`src/rtl/bch_pkg.sv`:
```
// Shared types and default field parameters for the iterative BCH Berlekamp-Massey solver.
package bch_pkg;

  localparam int unsigned BCH_M = 4;
  localparam int unsigned BCH_T = 2;
  localparam logic [BCH_M:0] BCH_PRIM_POLY = 5'h13;

  typedef logic [BCH_M-1:0] gf_t;

  typedef enum logic [1:0] {
    IDLE = 2'd0,
    DISC = 2'd1,
    UPD  = 2'd2,
    DONE = 2'd3
  } bm_state_t;

endpackage

```
`src/rtl/bch_bm_iter_gf_mul.sv`:
```
// Combinational GF(2^M) multiplier: polynomial product reduced modulo PRIM_POLY.
module gf_mul_p #(
  parameter int unsigned M         = 4,
  parameter logic [M:0]  PRIM_POLY = 5'h13
) (
  input  logic [M-1:0] a,
  input  logic [M-1:0] b,
  output logic [M-1:0] prod_c
);

  logic [M-1:0] acc;

  // Horner evaluation over the bits of b, MSB first, reducing after each shift.
  always_comb begin
    acc = '0;
    for (int i = int'(M) - 1; i >= 0; i--) begin
      acc = {acc[M-2:0], 1'b0} ^ (acc[M-1] ? PRIM_POLY[M-1:0] : '0);
      if (b[i]) begin
        acc = acc ^ a;
      end
    end
    prod_c = acc;
  end

endmodule

```
`src/rtl/bch_bm_iter.sv`:
```
// Iterative inversionless Berlekamp-Massey key-equation solver for t-error BCH over GF(2^M).
// Optional uncorrectable detection is enabled by defining BCH_BM_FAIL_DETECT_EN.
module bch_bm_iter
  import bch_pkg::*;
#(
  parameter int unsigned M         = BCH_M,
  parameter int unsigned T         = BCH_T,
  parameter logic [M:0]  PRIM_POLY = BCH_PRIM_POLY
) (
  input  logic                       clk,
  input  logic                       rst,
  input  logic                       in_valid,
  output logic                       in_ready,
  input  logic [2*T*M-1:0]           syn,
  output logic                       out_valid,
  input  logic                       out_ready,
  output logic [(T+1)*M-1:0]         lambda,
  output logic [$clog2(2*T+1)-1:0]   err_cnt,
  output logic                       fail
);

  localparam int unsigned NS = 2 * T;
  localparam int unsigned NC = T + 1;
  localparam int unsigned LW = $clog2(2 * T + 1);

  bm_state_t state_q, state_d;

  logic [M-1:0]  syn_q   [1:NS];
  logic [M-1:0]  lam_q   [NC];
  logic [M-1:0]  b_q     [NC];
  logic [M-1:0]  gamma_q;
  logic [M-1:0]  delta_q;
  logic [LW-1:0] len_q;
  logic [LW-1:0] r_q;

  logic [M-1:0]  disc_op   [NC];
  logic [M-1:0]  disc_term [NC];
  logic [M-1:0]  scaled    [NC];
  logic [M-1:0]  corr      [NC];
  logic [M-1:0]  xb        [NC];
  logic [M-1:0]  lam_upd   [NC];
  logic [M-1:0]  delta_d;

  logic          do_swap;
  logic          last_iter;
  logic [LW-1:0] len_upd;
  logic [LW-1:0] len_fin;

  logic accept, disc_en, upd_en, fin_load;
  logic in_ready_d, out_valid_d;

  // Syndrome operand per coefficient: S_(r+1-j), zero when the index falls below 1.
  always_comb begin
    for (int j = 0; j < int'(NC); j++) begin
      disc_op[j] = '0;
      for (int i = 1; i <= int'(NS); i++) begin
        if (int'(r_q) + 1 == i + j) begin
          disc_op[j] = syn_q[i];
        end
      end
    end
  end

  for (genvar j = 0; j < int'(NC); j++) begin : g_coef
    if (j == 0) begin : g_xb0
      assign xb[j] = '0;
    end else begin : g_xbn
      assign xb[j] = b_q[j-1];
    end

    gf_mul_p #(.M(M), .PRIM_POLY(PRIM_POLY)) u_disc (
      .a      (lam_q[j]),
      .b      (disc_op[j]),
      .prod_c (disc_term[j])
    );

    gf_mul_p #(.M(M), .PRIM_POLY(PRIM_POLY)) u_scale (
      .a      (gamma_q),
      .b      (lam_q[j]),
      .prod_c (scaled[j])
    );

    gf_mul_p #(.M(M), .PRIM_POLY(PRIM_POLY)) u_corr (
      .a      (delta_q),
      .b      (xb[j]),
      .prod_c (corr[j])
    );

    assign lam_upd[j] = scaled[j] ^ corr[j];
  end

  always_comb begin
    delta_d = '0;
    for (int j = 0; j < int'(NC); j++) begin
      delta_d = delta_d ^ disc_term[j];
    end
  end

  // Length change only when the discrepancy is nonzero and 2L <= r.
  assign do_swap   = (delta_q != '0) && ({len_q, 1'b0} <= {1'b0, r_q});
  assign len_upd   = LW'(r_q + LW'(1) - len_q);
  assign len_fin   = do_swap ? len_upd : len_q;
  assign last_iter = (r_q == LW'(NS - 1));

  always_ff @(posedge clk or negedge rst) begin
    if (!rst) begin
      state_q <= IDLE;
    end else begin
      state_q <= state_d;
    end
  end

  always_comb begin
    state_d = state_q;
    case (state_q)
      IDLE:    if (in_valid) state_d = DISC;
      DISC:    state_d = UPD;
      UPD:     state_d = last_iter ? DONE : DISC;
      DONE:    if (out_ready) state_d = IDLE;
      default: state_d = IDLE;
    endcase
  end

  always_comb begin
    accept      = 1'b0;
    disc_en     = 1'b0;
    upd_en      = 1'b0;
    fin_load    = 1'b0;
    in_ready_d  = (state_d == IDLE);
    out_valid_d = (state_d == DONE);
    case (state_q)
      IDLE:    accept = in_valid;
      DISC:    disc_en = 1'b1;
      UPD: begin
        upd_en   = 1'b1;
        fin_load = last_iter;
      end
      default: ;
    endcase
  end

  always_ff @(posedge clk or negedge rst) begin
    if (!rst) begin
      for (int i = 1; i <= int'(NS); i++) syn_q[i] <= '0;
      for (int j = 0; j < int'(NC); j++) begin
        lam_q[j] <= '0;
        b_q[j]   <= '0;
      end
      gamma_q <= '0;
      delta_q <= '0;
      len_q   <= '0;
      r_q     <= '0;
    end else begin
      if (accept) begin
        for (int i = 1; i <= int'(NS); i++) syn_q[i] <= syn[i*M-1 -: M];
        for (int j = 0; j < int'(NC); j++) begin
          lam_q[j] <= (j == 0) ? M'(1) : '0;
          b_q[j]   <= (j == 0) ? M'(1) : '0;
        end
        gamma_q <= M'(1);
        len_q   <= '0;
        r_q     <= '0;
      end
      if (disc_en) begin
        delta_q <= delta_d;
      end
      if (upd_en) begin
        lam_q <= lam_upd;
        if (do_swap) begin
          b_q     <= lam_q;
          len_q   <= len_upd;
          gamma_q <= delta_q;
        end else begin
          b_q <= xb;
        end
        r_q <= r_q + LW'(1);
      end
    end
  end

  // Result registers are captured on the final update and held through DONE.
  always_ff @(posedge clk or negedge rst) begin
    if (!rst) begin
      in_ready  <= 1'b1;
      out_valid <= 1'b0;
      lambda    <= '0;
      err_cnt   <= '0;
    end else begin
      in_ready  <= in_ready_d;
      out_valid <= out_valid_d;
      if (fin_load) begin
        for (int j = 0; j < int'(NC); j++) lambda[(j+1)*M-1 -: M] <= lam_upd[j];
        err_cnt <= len_fin;
      end
    end
  end

`ifdef BCH_BM_FAIL_DETECT_EN
  logic [LW-1:0] deg_fin;
  logic          fail_d;

  always_comb begin
    deg_fin = '0;
    for (int j = 1; j < int'(NC); j++) begin
      if (lam_upd[j] != '0) deg_fin = LW'(j);
    end
    fail_d = (len_fin > LW'(T)) || (deg_fin != len_fin);
  end

  always_ff @(posedge clk or negedge rst) begin
    if (!rst) begin
      fail <= 1'b0;
    end else if (fin_load) begin
      fail <= fail_d;
    end
  end
`else
  assign fail = 1'b0;
`endif

endmodule
```
`config.mk`:
```
export PLATFORM = sky130hd
export DESIGN_NAME = bch_bm_iter
export DESIGN_NICKNAME = d
export VERILOG_FILES = /design/src/rtl/bch_pkg.sv /design/src/rtl/bch_bm_iter_gf_mul.sv /design/src/rtl/bch_bm_iter.sv
export SDC_FILE = /design/constraint.sdc
export NUM_CORES = 1
export LEC_CHECK = 0
export BUFFER_PORTS_ARGS = -buffer_cell sky130_fd_sc_hd__buf_4
export CELL_PAD_IN_SITES_DETAIL_PLACEMENT = 1
export CELL_PAD_IN_SITES_GLOBAL_PLACEMENT = 2
export CORE_MARGIN = 4
export CORE_UTILIZATION = 37
export DETAILED_ROUTE_END_ITERATION = 7
export PLACE_DENSITY = 0.92
export SLEW_MARGIN = 20
export SYNTH_ARGS = -nofsm -noshare
export SYNTH_HDL_FRONTEND = slang
export SYNTH_SLANG_ARGS = --single-unit
```
`constraint.sdc`:
```
create_clock -name clk -period 4 [get_ports clk]
set_clock_uncertainty 0.05 [all_clocks]
set_input_delay 0.6 -clock clk [delete_from_list [all_inputs] [get_ports clk]]
set_output_delay 0.6 -clock clk [all_outputs]
set_load 0.01 [all_outputs]
```
==> summary.md, run 1 <==
| Metric | Value |
|---|---|
| Die H | ~130 um |
| Area share of the largest cell type after synthesis | 0.321 |
| CTS tree | built |
| Period utilization | 0.954 |
| Antenna cells | 0 |
| Post-CTS Resized | 0 |
| Leak | 0.00252 uW |
| Min-delay worst type | in2async |
| Postcts setup bufs | 0 |
| EDFF count, synth | 0 |
| Combinational share of power | 0.615 |
| Relative slew slack | 0.366 |
| Main flop type after synthesis | dfrtp_1 |
| Die ar. | ~0.016 sq mm |
| Post-cts hold buffer count | 0 |
| WHS | around 0.33 ns |
| Port Buffers | 36 |
| Synth unique cells | 61 |
| Tmin final | 3.82 ns |
| Drt wl/cell | about 18 um |
| Seq pwr share | 0.253 |
| Final TNS setup | 0 ns |
| Initial antenna violation count | 0 |
| Worst-Skew Late Latency | roughly 0.35 ns |
| Total Power | 6370 uW |
| Via count | 4553 |
| CTS H-tree lvls | 3 |
| Synth Cell Area | 0.00529 sq mm |
| Tot GR Track Use | 0.198 |
| Synthesized instance count | 649 |
| Critical-path maximum fanout | 16 |
| Gpl congestion | 0.916 |
| Final setup fails | 0 |
| Routed Antenna Nets | 0 |
| Least-Margin Pin Slew | 0.949 ns |
| Drt pass-1 iters | 4 |
| DR iter-0 viols | 215 |
| Synth warn | 0 |
| Largest net degree at the start of global routing | 70 |
| Root Buffer | clkbuf_16 |
| Clk buf depth | 2 |
| Fin worst setup slack | 0.185 ns |
| Syn_nets | 679 |
| Final WL | 15500 um |
| Avg Inst Size Synth | 8.16 sq um |
| Vias in the first global route | 4705 |
| Initial core utilization | 0.380 |
| Num CTS Buffers | 9 |
| Global-route wire length before repair | 25300 um |
| CP required | 4.23 ns |
| Status | complete, no violations |
| Placeable Area | 0.0139 sq mm |
| Top-level port count | 38 |
| Max_cap viols | 0 |
| Final net count | 686 |
| Synth async-reset ratio | 1.00 |
| Critical Path End Type | flip-flop |
| Clock share of power | 0.132 |
| Max VDD drop | 379 uV |
| Top cell type by total area after synthesis | dfrtp_1 |
| Register area share after synthesis | 0.326 |
| Crit Path Class | reg2reg |
| Switching share of power | 0.461 |
| P_int | 3430 uW |
| RSZ-0062 raised after global routing | false |
| DRC violations left | 0 |
| Hpwl dp | 11100 um |
| Most frequent cells in the layout | 194 x nand2_1, 70 x xnor2_1, 68 x dfrtp_1 |
| Number of clock sinks | 69 |
| Die W | 128 um |
| Fillers | 1658 |
| Commonest non-fill, non-tap cell in the layout | nand2_1 |
| Nature of the critical path startpoint | flip-flop |
| FMAX | 262 MHz |
| Area Overhead vs Synth | 11.9% |
| Area contributors post-synth | dfrtp_1 32%, nand2_1 14%, xnor2_1 12% |
| Clock Pin Slew Worst Setup and Hold Paths | 0.07 ns |
| Final Hold Viols | 0 |
| Pre-CTS WS | ~0.22 ns |
| Worst endpoint data arrival time | 4.04 ns |
| #FFs+latches synth | 69 |
| Slew Viols, Final | 0 |
| Share of layout cells above drive strength 1 | 0.121 |
| Rows | 43 |
| Psw | 2940 uW |
| Total congestion overflow | 0 |
| P per Cell Area | 1080 mW/mm^2 |
| DR vias/cell | between 5 and 6 |
[worst paths after layout]
check | from | end | slack, ns | depth (start not counted)
worst max-delay path | r_q[0] | delta_q[1] | 0.18 | 11
worst min-delay path | rst | lam_q[10] | 0.33 | 1
worst max register to register | r_q[0] | delta_q[1] | 0.18 | 11
worst min register to register | lambda[4] | lambda[4] | 0.43 | 2
max in group asynchronous | rst | syn_q[6] | 2.96 | 1
min in group clk | out_ready | out_valid | 0.39 | 2
[cell type report]
cell class	instances	area [sq um]	share of cell area
repair buffers	43	323	0.0545
well taps	180	225	0.0380
clock inverters	5	60.1	0.0101
clock buffers	11	243	0.0410
flip-flops and latches	69	1730	0.292
inverters	20	75.1	0.0127
multi-input cells	513	3270	0.552
[power groups by stage]
stage | Clock, uW | Combinational (uW) | Sequential (uW)
CTS | 863 | 3950 | 1610
finish | 841 | 3920 | 1610
detailed placement | 0 | 3920 | 1620
global route | 899 | 4300 | 1680
floorplan | 0 | 3260 | 1250
global placement | 0 | 3740 | 1600
[Yosys cell counts (all sizes together) (4+ instances only)]
| master | n |
|---|---|
| a22o | 5 |
| xor2 | 21 |
| xnor2 | 70 |
| nor3 | 8 |
| ha | 9 |
| mux2i | 10 |
| nand3 | 12 |
| nand3b | 9 |
| dfrtp | 68 |
| xnor3 | 11 |
| o21ai | 58 |
| buf | 15 |
| nand2b | 5 |
| clkbuf | 32 |
| a21oi | 21 |
| a22oi | 4 |
| mux2 | 6 |
| a31oi | 4 |
| and3 | 5 |
| nand2 | 194 |
| nor2 | 20 |
| inv | 20 |
[metal layers]
| metal | up-vias | part of all wire | wire (um) | track usage |
|---|---|---|---|---|
| met5 | - | 0 | 0 | 0 |
| met4 | 0 | 0.017 | 270 | 0.0605 |
| met3 | 18 | 0.042 | 650 | 0.0393 |
| met2 | 82 | 0.49 | 7590 | 0.327 |
| met1 | 2292 | 0.45 | 7010 | 0.262 |
| li1 | 2161 | - | - | - |
[metrics by stage]
| step | instances | utilization | instance area (sq um) |
|---|---|---|---|
| 3_3_place_gp | 825 | 0.404 | 5620 |
| 2_1_floorplan | 649 | - | 5290 |
| 5_1_grt | 841 | 0.425 | 5930 |
| 3_5_place_dp | 825 | 0.404 | 5620 |
| 4_1_cts | 841 | 0.425 | 5930 |
| 6_report | 841 | 0.425 | 5930 |
[worst max-delay path: stages, from the launching register on]
cell,delay (ns)
dfrtp_1,0.48
ha_1,0.25
ha_1,0.60
buf_4,0.27
a21oi_2,0.06
a32oi_4,0.33
nand3_1,0.17
xnor2_1,0.25
xnor3_1,0.37
xnor3_2,0.43
xnor3_1,0.35
o21ai_1,0.13
[logic make-up (layout without fill, tap and decap cells)]
| group | Yosys count | in the layout | share of synthesized area |
|---|---|---|---|
| simple gates | 266 | 266 | 0.215 |
| compound gates | 118 | 118 | 0.146 |
| xor+xnor | 102 | 102 | 0.198 |
| flops | 69 | 69 | 0.326 |
| buf+inv | 67 | 79 | 0.0567 |
| mux | 16 | 16 | 0.0317 |
| fa+ha+maj | 10 | 10 | 0.0251 |
| other cells | 1 | 1 | 0.000708 |
[state kept, by name, summed over array words and instances, names as in the netlist]
signal	flops
state_q	2
lambda	12
syn_q	16
delta_q	4
b_q	8
r_q	3
lam_q	12
len_q	3
gamma_q	4
err_cnt	3
in_ready	1
out_valid	1
No activity file was read; power rests on OpenSTA's default activity.
==> run 2, diff against run 1 <==
CORE_UTILIZATION = 38   (was 37)
PLACE_DENSITY = 0.91   (was 0.92)
SYNTH_HIERARCHICAL = 1   (was unset)
==> summary.md, run 2 <==
| Metric | Value |
|---|---|
| Status | complete, no violations |
| Reg2Reg Capture Point | delta_q[1] |
| Synth Area in Simple Gates | 0.214 |
| Final setup fails | 0 |
| Adder-cell share of the synthesized area | 0.0248 |
| Main flop type after synthesis | dfrtp_1 |
| Combinational share of power | 0.597 |
| Most common cell in the netlist | nand2_1 |
| Critical-path maximum fanout | 10 |
| DR vias/cell | 5.10 |
| Avg Inst Size Synth | 8.88 sq um |
| Switching share of power | 0.434 |
| Final Hold Viols | 0 |
| Period utilization | 0.936 |
| Most frequent cells in the layout | 250 x nand2_1, 68 x dfrtp_1, 61 x xnor2_1 |
| Placeable Area | 0.0138 sq mm |
| CP required | 4.17 ns |
| Critical path buffer and inverter count | 0 |
| Post-synth top cells | 250 x nand2_1, 68 x dfrtp_1, 61 x xnor2_1, 41 x o21ai_0, 27 x xnor3_1 |
| Synthesized instance count | 602 |
| FF-to-FF setup slack | ~0.26 ns |
| Die W | 127 um |
| Leak | between 0.002 and 0.003 uW |
| Relative slew slack | 0.368 |
| Drt wl/cell | 16.8 um |
| Post-CTS Resized | 0 |
| R2R depth | 11 |
| Post-cts hold buffer count | 0 |
| Reg with most FFs | syn_q |
| CP most frequent cell | ha_1 |
| Clock share of power | 0.144 |
| DRC violations left | 0 |
| Root Buffer | clkbuf_16 |
| Final TNS setup | 0 ns |
| Least-Margin Pin Slew | 0.945 ns |
| Total congestion overflow | 0 |
| Final WL | 14000 um |
| Critical path's largest stage delay | around 0.50 ns |
| Initial core utilization | 0.386 |
| Slew Viols, Final | 0 |
| Hpwl dp | 10100 um |
| Global-route wire length before repair | 23700 um |
| Number of clock sinks | between 60 and 70 |
| P per Cell Area | 1030 mW/mm^2 |
| Top flop regs | syn_q (16), lam_q (12), lambda (12) |
| Worst endpoint data arrival time | 3.91 ns |
| Die H | approximately 130 um |
| RR Startpoint | r_q[0] |
| CP top delay family | XOR/XNOR gates |
| Max_cap viols | 0 |
| Vias in the first global route | between 4000 and 5000 |
| CTS tree | built |
| Synth async-reset ratio | 1.00 |
| Commonest non-fill, non-tap cell in the layout | nand2_1 |
| Synth unique cells | 39 |
| Critical path's slowest cell | o31ai_1 |
| Initial antenna violation count | 0 |
| Largest register FFs | 16 |
| Post-Synth XOR/XNOR Area | 0.292 |
| Min-delay worst type | in2async |
| Register area share after synthesis | 0.323 |
| Clk buf depth | 2 |
| Num CTS Buffers | 9 |
| Synth warn | 6 |
| Antenna cells | 0 |
| DR iter-0 viols | 184 |
| Drt pass-1 iters | 4 |
| Total Power | 6340 uW |
| Tmin final | 3.74 ns |
| Postcts setup bufs | 0 |
| Area share of the largest cell type after synthesis | 0.318 |
| Nature of the critical path startpoint | flip-flop |
| #FFs+latches synth | 69 |
| Gpl congestion | around 0.83 |
| Routed Antenna Nets | 0 |
| Crit Path Class | reg2reg |
| Area Overhead vs Synth | 15.3% |
| Synth Cell Area | 0.00534 sq mm |
| Max VDD drop | 377 uV |
| Via count | 4256 |
| RSZ-0062 raised after global routing | false |
| Die ar. | 0.0160 sq mm |
| Worst-Skew Late Latency | 0.35 ns |
| CP Cell Sequence | ha_1 > ha_1 > nor3b_2 > a221oi_1 > o31ai_1 > nand2_1 > xnor3_2 > xnor3_1 > xor2_1 > xnor2_1 > o21ai_0 |
| Top-level port count | 38 |
| Seq pwr share | 0.259 |
| FMAX | 267 MHz |
| EDFF count, synth | 0 |
| Rows | 43 |
| Largest family of logic cells by synthesized area | XOR/XNOR gates |
| Tot GR Track Use | 0.186 |
| Mux contribution to synthesized area | 0.0112 |
| Psw | 2750 uW |
| Complex-gate fraction of the synthesized area | 0.109 |
| Share of layout cells above drive strength 1 | 0.112 |
| P_int | 3590 uW |
| Final net count | 679 |
| Largest net degree at the start of global routing | 70 |
| Top cell type by total area after synthesis | dfrtp_1 |
| Critical Path End Type | flip-flop |
| CTS H-tree lvls | 3 |
| Area contributors post-synth | dfrtp_1 32%, nand2_1 18%, xnor3_1 11% |
| Clock Pin Slew Worst Setup and Hold Paths | 0.06 ns |
| Port Buffers | 36 |
[run 2: cell count changes after synthesis, moves of 8 or more]
cell / before / now
nand2_1: 194 / 250
clkbuf_1: 32 / 10
xnor3_1: 9 / 27
a21oi_1: 18 / 3
o21ai_0: 54 / 41
nand3_1: 12 / 3
xnor2_1: 70 / 61
a22o_1: 5 / 13
inv_1: 18 / 10
nor3_1: 8 / 0
[run 2: area by class of cell]
type	count	area, sq um
fillers	1629	7660
multi-input cells	521	3550
flip-flops and latches	69	1730
repair buffers	38	285
clock buffers	11	253
well taps	180	225
clock inverters	5	81.3
inverters	10	37.5
[run 2: how the worst max path moves through the flow]
stage	slack, ns	startpoint	to	cells after the start
after floorplan	0.60	r_q[0]	delta_q[1]	13
after global placement	0.48	r_q[0]	delta_q[1]	11
after detailed placement	0.30	r_q[0]	delta_q[1]	11
after CTS	0.23	r_q[0]	delta_q[1]	11
after global routing	0.01	r_q[0]	delta_q[1]	11
final	0.26	r_q[0]	delta_q[1]	11
[run 2: cells by family (layout without fill, tap and decap cells)]
group / after synthesis / in the layout
other: 1 / 17
DFF: 69 / 69
muxes: 6 / 6
xor gates and xnor gates: 120 / 120
adders and majority gates: 10 / 10
AOI/OAI and AO/OA: 86 / 86
buffers and inverters: 28 / 64
and+or+nand+nor: 282 / 282
[run 2: power by group through the flow]
stage | Clock, uW | Sequential (uW) | Combinational, uW
2_1_floorplan | 0 | 1430 | 3040
3_3_place_gp | 0 | 1630 | 3640
3_5_place_dp | 0 | 1660 | 3760
4_1_cts | 925 | 1650 | 3790
5_1_grt | 963 | 1720 | 4140
6_report | 911 | 1640 | 3780
[run 2: stage by stage]
step	hold slack, ns	setup slack [ns]	instance area [sq um]	utilization	instances
after CTS	0.361	0.233	6150	0.445	834
after floorplan	0.254	0.595	5400	-	618
after global placement	0.413	0.476	5820	0.421	818
after detailed placement	0.422	0.299	5820	0.421	818
after global routing	0.373	0.0131	6160	0.446	834
final	0.307	0.257	6160	0.446	834
[run 2: metal layers]
metal,track usage,vias to the layer above,wire [um]
met5,0,-,0
met4,0.0574,0,238
met3,0.0320,20,431
met2,0.330,67,7100
met1,0.230,2110,6240
li1,-,2059,-
